===== src/rtl/apb2_bldc_multi_ctrl.sv =====
// Multi-channel BLDC APB2 register block: duty ramping, sticky fault/ocw latches (W1C), strobes, slverr, irq.
// Each transfer takes setup + 2 access cycles (pready low in ACCESS only); drivers see ch_* registered, irq 1 cycle behind flags.
module apb2_bldc_multi_ctrl #(
    parameter int data_width = 32,
    parameter int addr_width = 8,
    parameter int channels   = 2,
    parameter int duty_width = 11
) (
    input  logic                           pclk,
    input  logic                           preset_n,
    input  logic                           psel,
    input  logic                           penable,
    input  logic                           pwrite,
    input  logic [addr_width-1:0]          paddr,
    input  logic [data_width-1:0]          pwdata,
    input  logic [3:0]                     pstrb,
    input  logic [2:0]                     pprot,
    output logic [data_width-1:0]          prdata,
    output logic                           pready,
    output logic                           pslverr,
    input  logic [3*channels-1:0]          hall_values,
    input  logic [3*channels-1:0]          sector,
    input  logic [2*channels-1:0]          detected_dir,
    input  logic [channels-1:0]            hall_error,
    input  logic [channels-1:0]            fault_n,
    input  logic [channels-1:0]            overcurrent_n,
    output logic [channels-1:0]            ch_enable,
    output logic [2*channels-1:0]          ch_dir,
    output logic [duty_width*channels-1:0] ch_duty,
    output logic                           irq
);
    typedef enum logic [1:0] {ST_IDLE, ST_ACCESS, ST_DONE} apb_state_t;
    localparam logic [1:0] DIR_NONE = 2'b00;
    localparam int         CSW      = addr_width - 5;

    apb_state_t state_q, state_d;

    logic [channels-1:0]   ctrl_en_q, ctrl_en_d, irq_en_q, irq_en_d;
    logic [channels-1:0]   fault_q, fault_d, ocw_q, ocw_d;
    logic [channels-1:0]   flt_s1_q, flt_s1_d, flt_s2_q, flt_s2_d;
    logic [channels-1:0]   ocw_s1_q, ocw_s1_d, ocw_s2_q, ocw_s2_d;
    logic [channels-1:0]   en_out_q, en_out_d;
    logic                  irq_q, irq_d;
    logic [1:0]            ctrl_dir_q [channels];
    logic [1:0]            ctrl_dir_d [channels];
    logic [1:0]            ch_dir_q   [channels];
    logic [1:0]            ch_dir_d   [channels];
    logic [duty_width-1:0] target_q   [channels];
    logic [duty_width-1:0] target_d   [channels];
    logic [duty_width-1:0] actual_q   [channels];
    logic [duty_width-1:0] actual_d   [channels];
    logic [15:0]           step_q     [channels];
    logic [15:0]           step_d     [channels];
    logic [15:0]           presc_q    [channels];
    logic [15:0]           presc_d    [channels];
    logic [15:0]           pcnt_q     [channels];
    logic [15:0]           pcnt_d     [channels];

    logic [CSW-1:0]        ch_sel;
    logic [4:0]            offs;
    logic                  ch_ok, acc_err, wr_commit;
    logic [channels-1:0]   ch_hit, eff_en, tick;
    logic [duty_width-1:0] eff_tgt [channels];
    logic [31:0]           bmask, rd_word, wr_merged, w1c;
    logic                  unused_pprot;

    assign unused_pprot = ^pprot;

    always_comb begin
        ch_sel    = paddr[addr_width-1:5];
        offs      = paddr[4:0];
        ch_ok     = int'(ch_sel) < channels;
        acc_err   = !ch_ok || (offs >= 5'h18) || (offs[1:0] != 2'b00)
                    || (pwrite && (offs == 5'h00 || offs == 5'h0C));
        bmask     = {{8{pstrb[3]}}, {8{pstrb[2]}}, {8{pstrb[1]}}, {8{pstrb[0]}}};
        wr_commit = (state_q == ST_DONE) && pwrite && !acc_err;
        for (int c = 0; c < channels; c++) begin
            ch_hit[c]  = ch_ok && (int'(ch_sel) == c);
            eff_en[c]  = ctrl_en_q[c] && !fault_q[c];
            // Target is held at 0 until the applied direction matches the request.
            eff_tgt[c] = (eff_en[c] && (ctrl_dir_q[c] == ch_dir_q[c])) ? target_q[c] : '0;
            tick[c]    = (pcnt_q[c] == presc_q[c]);
        end
    end

    always_comb begin
        rd_word = '0;
        for (int c = 0; c < channels; c++) begin
            if (ch_hit[c]) begin
                case (offs)
                    5'h00:   rd_word = {20'b0, (actual_q[c] != eff_tgt[c]), ocw_q[c], fault_q[c],
                                        hall_error[c], detected_dir[2*c +: 2], sector[3*c +: 3],
                                        hall_values[3*c +: 3]};
                    5'h04:   rd_word = {28'b0, irq_en_q[c], ctrl_dir_q[c], ctrl_en_q[c]};
                    5'h08:   rd_word = 32'(target_q[c]);
                    5'h0C:   rd_word = 32'(actual_q[c]);
                    5'h10:   rd_word = {presc_q[c], step_q[c]};
                    5'h14:   rd_word = {30'b0, ocw_q[c], fault_q[c]};
                    default: rd_word = '0;
                endcase
            end
        end
        wr_merged = (rd_word & ~bmask) | (pwdata & bmask);
        w1c       = pwdata & bmask;
        prdata    = (state_q == ST_DONE && !acc_err) ? rd_word : '0;
        pslverr   = (state_q == ST_DONE) && acc_err;
        pready    = (state_q != ST_ACCESS);
    end

    always_comb begin
        state_d = state_q;
        case (state_q)
            ST_IDLE:   if (psel && !penable) state_d = ST_ACCESS;
            ST_ACCESS: state_d = (psel && penable) ? ST_DONE : ST_IDLE;
            default:   state_d = ST_IDLE;
        endcase
    end

    always_comb begin
        flt_s1_d  = ~fault_n;
        flt_s2_d  = flt_s1_q;
        ocw_s1_d  = ~overcurrent_n;
        ocw_s2_d  = ocw_s1_q;
        ctrl_en_d = ctrl_en_q;
        irq_en_d  = irq_en_q;
        fault_d   = fault_q;
        ocw_d     = ocw_q;
        en_out_d  = eff_en;
        irq_d     = |(irq_en_q & (fault_q | ocw_q));
        for (int c = 0; c < channels; c++) begin
            ctrl_dir_d[c] = ctrl_dir_q[c];
            target_d[c]   = target_q[c];
            step_d[c]     = step_q[c];
            presc_d[c]    = presc_q[c];
            pcnt_d[c]     = tick[c] ? '0 : pcnt_q[c] + 16'd1;
            ch_dir_d[c]   = (actual_q[c] == '0) ? ctrl_dir_q[c] : ch_dir_q[c];
            if (wr_commit && ch_hit[c]) begin
                case (offs)
                    5'h04: begin
                        ctrl_en_d[c]  = wr_merged[0];
                        ctrl_dir_d[c] = wr_merged[2:1];
                        irq_en_d[c]   = wr_merged[3];
                    end
                    5'h08: target_d[c] = wr_merged[duty_width-1:0];
                    5'h10: begin
                        step_d[c]  = wr_merged[15:0];
                        presc_d[c] = wr_merged[31:16];
                        pcnt_d[c]  = '0;
                    end
                    5'h14: begin
                        fault_d[c] = fault_q[c] & ~w1c[0];
                        ocw_d[c]   = ocw_q[c] & ~w1c[1];
                    end
                    default: ;
                endcase
            end
            // A pending event overrides a same-cycle clear.
            if (flt_s2_q[c]) fault_d[c] = 1'b1;
            if (ocw_s2_q[c]) ocw_d[c]   = 1'b1;

            actual_d[c] = actual_q[c];
            if (!eff_en[c]) begin
                actual_d[c] = '0;
            end else if (step_q[c] == '0) begin
                actual_d[c] = eff_tgt[c];
            end else if (tick[c]) begin
                if (actual_q[c] < eff_tgt[c])
                    actual_d[c] = (16'(eff_tgt[c] - actual_q[c]) > step_q[c])
                                  ? actual_q[c] + duty_width'(step_q[c]) : eff_tgt[c];
                else if (actual_q[c] > eff_tgt[c])
                    actual_d[c] = (16'(actual_q[c] - eff_tgt[c]) > step_q[c])
                                  ? actual_q[c] - duty_width'(step_q[c]) : eff_tgt[c];
            end
        end
    end

    always_ff @(posedge pclk or negedge preset_n) begin
        if (!preset_n) begin
            state_q   <= ST_IDLE;
            ctrl_en_q <= '0;
            irq_en_q  <= '0;
            fault_q   <= '0;
            ocw_q     <= '0;
            flt_s1_q  <= '0;
            flt_s2_q  <= '0;
            ocw_s1_q  <= '0;
            ocw_s2_q  <= '0;
            en_out_q  <= '0;
            irq_q     <= 1'b0;
            for (int c = 0; c < channels; c++) begin
                ctrl_dir_q[c] <= DIR_NONE;
                ch_dir_q[c]   <= DIR_NONE;
                target_q[c]   <= '0;
                actual_q[c]   <= '0;
                step_q[c]     <= '0;
                presc_q[c]    <= '0;
                pcnt_q[c]     <= '0;
            end
        end else begin
            state_q   <= state_d;
            ctrl_en_q <= ctrl_en_d;
            irq_en_q  <= irq_en_d;
            fault_q   <= fault_d;
            ocw_q     <= ocw_d;
            flt_s1_q  <= flt_s1_d;
            flt_s2_q  <= flt_s2_d;
            ocw_s1_q  <= ocw_s1_d;
            ocw_s2_q  <= ocw_s2_d;
            en_out_q  <= en_out_d;
            irq_q     <= irq_d;
            for (int c = 0; c < channels; c++) begin
                ctrl_dir_q[c] <= ctrl_dir_d[c];
                ch_dir_q[c]   <= ch_dir_d[c];
                target_q[c]   <= target_d[c];
                actual_q[c]   <= actual_d[c];
                step_q[c]     <= step_d[c];
                presc_q[c]    <= presc_d[c];
                pcnt_q[c]     <= pcnt_d[c];
            end
        end
    end

    assign ch_enable = en_out_q;
    assign irq       = irq_q;

    always_comb begin
        for (int c = 0; c < channels; c++) begin
            ch_dir[2*c +: 2]                    = ch_dir_q[c];
            ch_duty[duty_width*c +: duty_width] = actual_q[c];
        end
    end
endmodule


===== config.mk =====
export PLATFORM = sky130hd
export DESIGN_NAME = apb2_bldc_multi_ctrl
export DESIGN_NICKNAME = d
export VERILOG_FILES = /design/src/rtl/apb2_bldc_multi_ctrl.sv
export SDC_FILE = /design/constraint.sdc
export NUM_CORES = 1
export LEC_CHECK = 0
export ABC_AREA = 1
export BUFFER_PORTS_ARGS = -buffer_cell sky130_fd_sc_hd__buf_2
export CAP_MARGIN = 40
export CORE_UTILIZATION = 55
export CTS_CLUSTER_SIZE = 24
export DETAILED_ROUTE_END_ITERATION = 8
export PLACE_DENSITY = 0.72
export SLEW_MARGIN = 15
export SYNTH_ARGS = -nofsm -noshare
export SYNTH_HDL_FRONTEND = slang
export SYNTH_SLANG_ARGS = --single-unit
export TNS_END_PERCENT = 1

===== constraint.sdc =====
create_clock -name pclk -period 9.1 [get_ports pclk]
set_input_delay 1.82 -clock pclk [delete_from_list [all_inputs] [get_ports pclk]]
set_output_delay 1.82 -clock pclk [all_outputs]
set_load 0.005 [all_outputs]

Word-level counts from Yosys, hierarchy flattened
Index checks and enable logic that the tools add are counted.

word-level totals
  output and inout bits = 63
  logic and storage cells = 178
  input bits = 74
  register bits = 169

operators by class
  eq/ne operators = 20
  mux-type cells = 42
  $add $sub $neg = 10
  $lt $le $gt $ge = 10
  bitwise gates (word level) = 14
  reductions and logical operators = 53

operator list
  operator               count
  $pmux 32 s6            2
  $mux 11                16
  $mux 16                6
  $mux 32                3
  $and 32x32->32         2
  $gt 16x16->1           4
  $sub 11x11->12         4
  $add 16x1->16 const B  2
  $eq 16x16->1           2
  $logic_not 16->1       2
  $not 32->32            1
  $or 32x32->32          1
  $reduce_and 2->1       12
  $add 11x11->11         2
  $gt 11x11->1           2
  $logic_not 11->1       2
  $lt 11x11->1           2
  $ne 11x11->1           2
  $sub 11x11->11         2
  $reduce_bool 2->1      9
  $logic_and 1x1->1      15
  $mux 1                 12
  $eq 5x4->1 const B     2
  $eq 5x5->1 const B     2
  24 further kinds       40

Depth between registers and ports, before layout
  word-level depth = 12
  depth in mapped cells = 36
  mapped depth without buffers = 34

Worst setup path before layout
Ideal clock, no wire load.

  path kind = input to output
  from = input port paddr[1]
  to = output port prdata[5]
  cell stages on the path = 8
  required time = 7280 ps
  arrival = 2888 ps
  slack = 4392 ps
  path buffers = 1
  path through = nor2_4 > nand3_2 > inv_1 > buf_2 > nand2_1 > a41oi_1 > a21oi_1 > nor2_1

on the way
  word-level cells in the longest chain between the ends = 7
  elaborated cells on any way between the ends = 20
  classes of those cells = order compare: 1; eq/ne: 5; mux: 5; reduce/logical: 9

RTL lines
  what                                                          line    text
  start: declaration                                            14      input logic [addr_width-1:0] paddr,
  $ge 5x5->1, or another cell as far along                      73      acc_err = !ch_ok || (offs >= 5'h18) || (offs[1:0] != 2'b00)
  $logic_or 1x1->1 (on tied branches)                           73, 74
  $logic_or 1x1->1 / $logic_and 1x1->1 (equally long branches)  73, 74
  $logic_or 1x1->1                                              74      || (pwrite && (offs == 5'h00 || offs == 5'h0C));
  $logic_not 1->1                                               105     prdata = (state_q == ST_DONE && !acc_err) ? rd_word : '0;
  $logic_and 1x1->1                                             105
  $mux 32 *                                                     105
  end: declaration                                              18      output logic [data_width-1:0] prdata,

Mark *: on every way between the ends. The rest lies on a longest branch, timed or not.

Final worst setup path
  from = input port paddr[1]
  to = output port prdata[2]

The elaborated chain is that of the path after synthesis.

==> impl_metrics.json <==
{
  "routed_via_density": 5.80,
  "clk-insertion-delay-late_ns": 0.44,
  "hold_path_class": "reg2reg",
  "synth-main-ff-cell": "dfrtp_1",
  "r2r_start": "fault_q[0]",
  "num_rows": 60,
  "io_pins": 137,
  "reg2reg_depth": 28,
  "cap_violations": 0,
  "final_max_slew_viol_count": 0,
  "route.detailed.drc": 0,
  "n_fill_cell": 2675,
  "rsz0062_at_grt": "no",
  "endpoint_kind": "primary output",
  "ys_ff_latch": 169,
  "yosysTopAreaCellShare_pct": 27.4,
  "max_slew.worst_pin.slew_ns": 0.920,
  "async_flop_share_pct": 100,
  "area_delta_synth_final_pct": 9.47,
  "cts-buffers-inserted": 17,
  "ys_types": 49,
  "numPortBuffers": 133,
  "coreArea_mm2": 0.0273,
  "leakage_nw": 9.36,
  "grt_pass1_vias": 15100,
  "finalWeightedCongestion": 0.984,
  "min_period_ns": 5.84,
  "worstPathArrival_ns": 4.02,
  "die_x_um": 169,
  "yosys_warnings": 0,
  "syn_inst": 2316,
  "wl_per_cell_um": 18.9,
  "setup_tns_ns": 0,
  "setup_viol": 0,
  "ir_worst_vdd_v": 0.000116,
  "r2r_slack_ns": 3.32,
  "critPathKind": "in2out",
  "clk_pin_slew_worst_paths_ns": 0.07,
  "synth_area_leader_cell": "dfrtp_1",
  "first_pass_iters": 6,
  "synthesis.area_mm2": 0.0154,
  "drtAntennaViolNets": 0,
  "hold_depth": 0,
  "grt_max_degree": 69,
  "r2r_end": "ch_duty[7]",
  "nNetsFinal": 2613,
  "finalCritPeriodShare_pct": 64.2,
  "power_density_mw_per_mm2": 97.1,
  "htree_num_levels": 4,
  "cp_max_fo": 30,
  "cts_tree": "done",
  "grt_overflow": 0,
  "clk_path_buf_depth": 2,
  "wirelength_um": 52600,
  "cts.sinks": 169,
  "drive_gt1_share_pct": 9.68,
  "synthesis.nets": 2536,
  "max-slew-margin-rel_pct": 38.4,
  "syn_area_per_cell_um2": 6.66,
  "hpwl_um": 39900,
  "cts_setup_buffers": 0,
  "required_ns": 7.28,
  "grt_pass1_wl_um": 81600,
  "hp-start": "ocw_s1_q[1]",
  "synthTopCellsByArea": "dfrtp_1 27%, nand2_1 16%, ha_1 11%",
  "status": "complete, no violations",
  "initial_core_util_pct": 56.6,
  "p_total_mw": 1.64,
  "fin_skew_ns": 0.0143,
  "finalHoldViolCount": 0,
  "whs_endpoint": "ocw_s2_q[1]",
  "hold_buffers": 0,
  "cp-start-kind": "input pin",
  "max_freq_ghz": 0.171,
  "ys_seq_area_share_pct": 27.4,
  "cts_resized": 0,
  "grt_antenna_before_repair": 4,
  "cts_root_buf": "clkbuf_16",
  "vias": 16100,
  "grt_util_all_layers_pct": 37.0,
  "drtIter0Drc": 1735,
  "dieArea_mm2": 0.0287,
  "synth-edff-count": 0,
  "die_h_um": 169
}
==> state kept, by name, indices dropped and copies added (netlist names), 4 cells and up <==
name and flops:
ch_dir 4, ch_duty 22, ctrl_dir_q 4, pcnt_q 32, presc_q 32, step_q 32, target_q 22
==> cell usage in the layout, fill, tap and decap left out, drive strengths merged, types with 2 or more instances in the layout <==
| master | count |
|---|---|
| o31ai | 2 |
| o21bai | 13 |
| ha | 140 |
| o21a | 3 |
| inv | 321 |
| diode | 2 |
| or2 | 6 |
| nor4 | 13 |
| buf | 144 |
| a21oi | 122 |
| o22ai | 31 |
| nor2 | 183 |
| o2111ai | 11 |
| dfrtp | 169 |
| nand3 | 174 |
| o211ai | 4 |
| a211oi | 2 |
| clkbuf | 18 |
| fa | 6 |
| a22oi | 9 |
| xnor2 | 11 |
| clkinv | 5 |
| o21ai | 176 |
| nor3b | 7 |
| a21o | 3 |
| nand3b | 7 |
| nor3 | 31 |
| nand2 | 659 |
| nand4 | 50 |
| xor2 | 73 |
| a31oi | 8 |
==> critical path, stage by stage <==
cell,delay [ns]
buf_2,0.11
nor2_4,0.23
nand3_2,0.45
inv_2,0.68
nand2_1,0.10
o211ai_1,0.12
nor2_1,0.06
nor2_1,0.09
a21oi_1,0.09
nor2_1,0.12
buf_2,0.13
==> Yosys cell counts (7+ instances only) <==
master,count
nand2_1,653
buf_2,28
o2111ai_1,11
nand3b_1,7
nand3_1,167
o21ai_0,141
nor2_1,165
a21oi_1,121
o21ai_1,35
dfrtp_1,169
nor3_1,28
inv_1,301
xnor2_1,11
a31oi_1,8
ha_1,140
nor2_2,15
o22ai_1,31
o21bai_1,13
a22oi_1,9
nor4_1,13
xor2_1,73
nand4_1,49
inv_2,13
clkbuf_1,46
==> power breakdown <==
part | total [mW] | switching [mW] | internal, mW
Clock | 0.768 | 0.370 | 0.398
Combinational | 0.0982 | 0.0660 | 0.0321
Sequential | 0.772 | 0.0117 | 0.760
Total | 1.64 | 0.447 | 1.19
==> worst max-delay path by stage <==
stage                     startpoint         end  slack, ns  depth (start not counted)
after global routing      fault_q[0]  ch_duty[9]       2.91                         28
final                       paddr[1]   prdata[2]       3.26                         11
after global placement      paddr[6]   prdata[5]       2.93                          9
after detailed placement    paddr[1]   prdata[2]       3.28                         11
after CTS                   paddr[1]   prdata[2]       3.28                         11
after floorplan             paddr[1]   prdata[5]       4.39                          8
==> routing by layer <==
layer | part of all wire [%] | vias to the layer above | track usage (%)
li1 | - | 7692 | -
met1 | 43 | 7564 | 50.6
met2 | 45 | 788 | 58.3
met3 | 10 | 84 | 8.35
met4 | 2.4 | 4 | 10.8
met5 | 0.051 | - | 0
==> cells by family (layout without fill, tap and decap cells) <==
group | Yosys count | after routing | share of synthesized area (%)
XOR/XNOR | 84 | 84 | 4.77
adder cells (fa/ha/maj) | 146 | 146 | 12.1
other | 0 | 2 | 0
AND/OR/NAND/NOR | 1131 | 1131 | 31.7
AO/OA/AOI/OAI | 386 | 386 | 13.8
buffers and inverters | 400 | 490 | 10.2
flip-flops | 169 | 169 | 27.4
==> cell type report <==
| type | instances | area, µm² | area share, % |
|---|---|---|---|
| repair buffers | 144 | 773 | 4.58 |
| clock inverters | 14 | 159 | 0.941 |
| clock buffers | 18 | 439 | 2.60 |
| well taps | 372 | 465 | 2.76 |
| diodes | 2 | 5.00 | 0.0296 |
| inverters | 314 | 1180 | 6.98 |
| flip-flops and latches | 169 | 4230 | 25.1 |
| multi-input cells | 1747 | 9630 | 57.1 |
==> through the flow <==
stage               setup slack (ns)  util, %  cells  hold slack (ns)  instance area [µm²]
CTS                             3.28     61.8   2776            0.352                16800
finish                          3.26     61.9   2780            0.353                16900
floorplan                       4.39        -   2316            0.331                15400
global placement                2.93     59.5   2741            0.335                16200
global route                    2.91     61.9   2779            0.359                16900
detailed placement              3.28     59.6   2744            0.337                16300
Note: power is estimated with default switching activity, not from simulation.
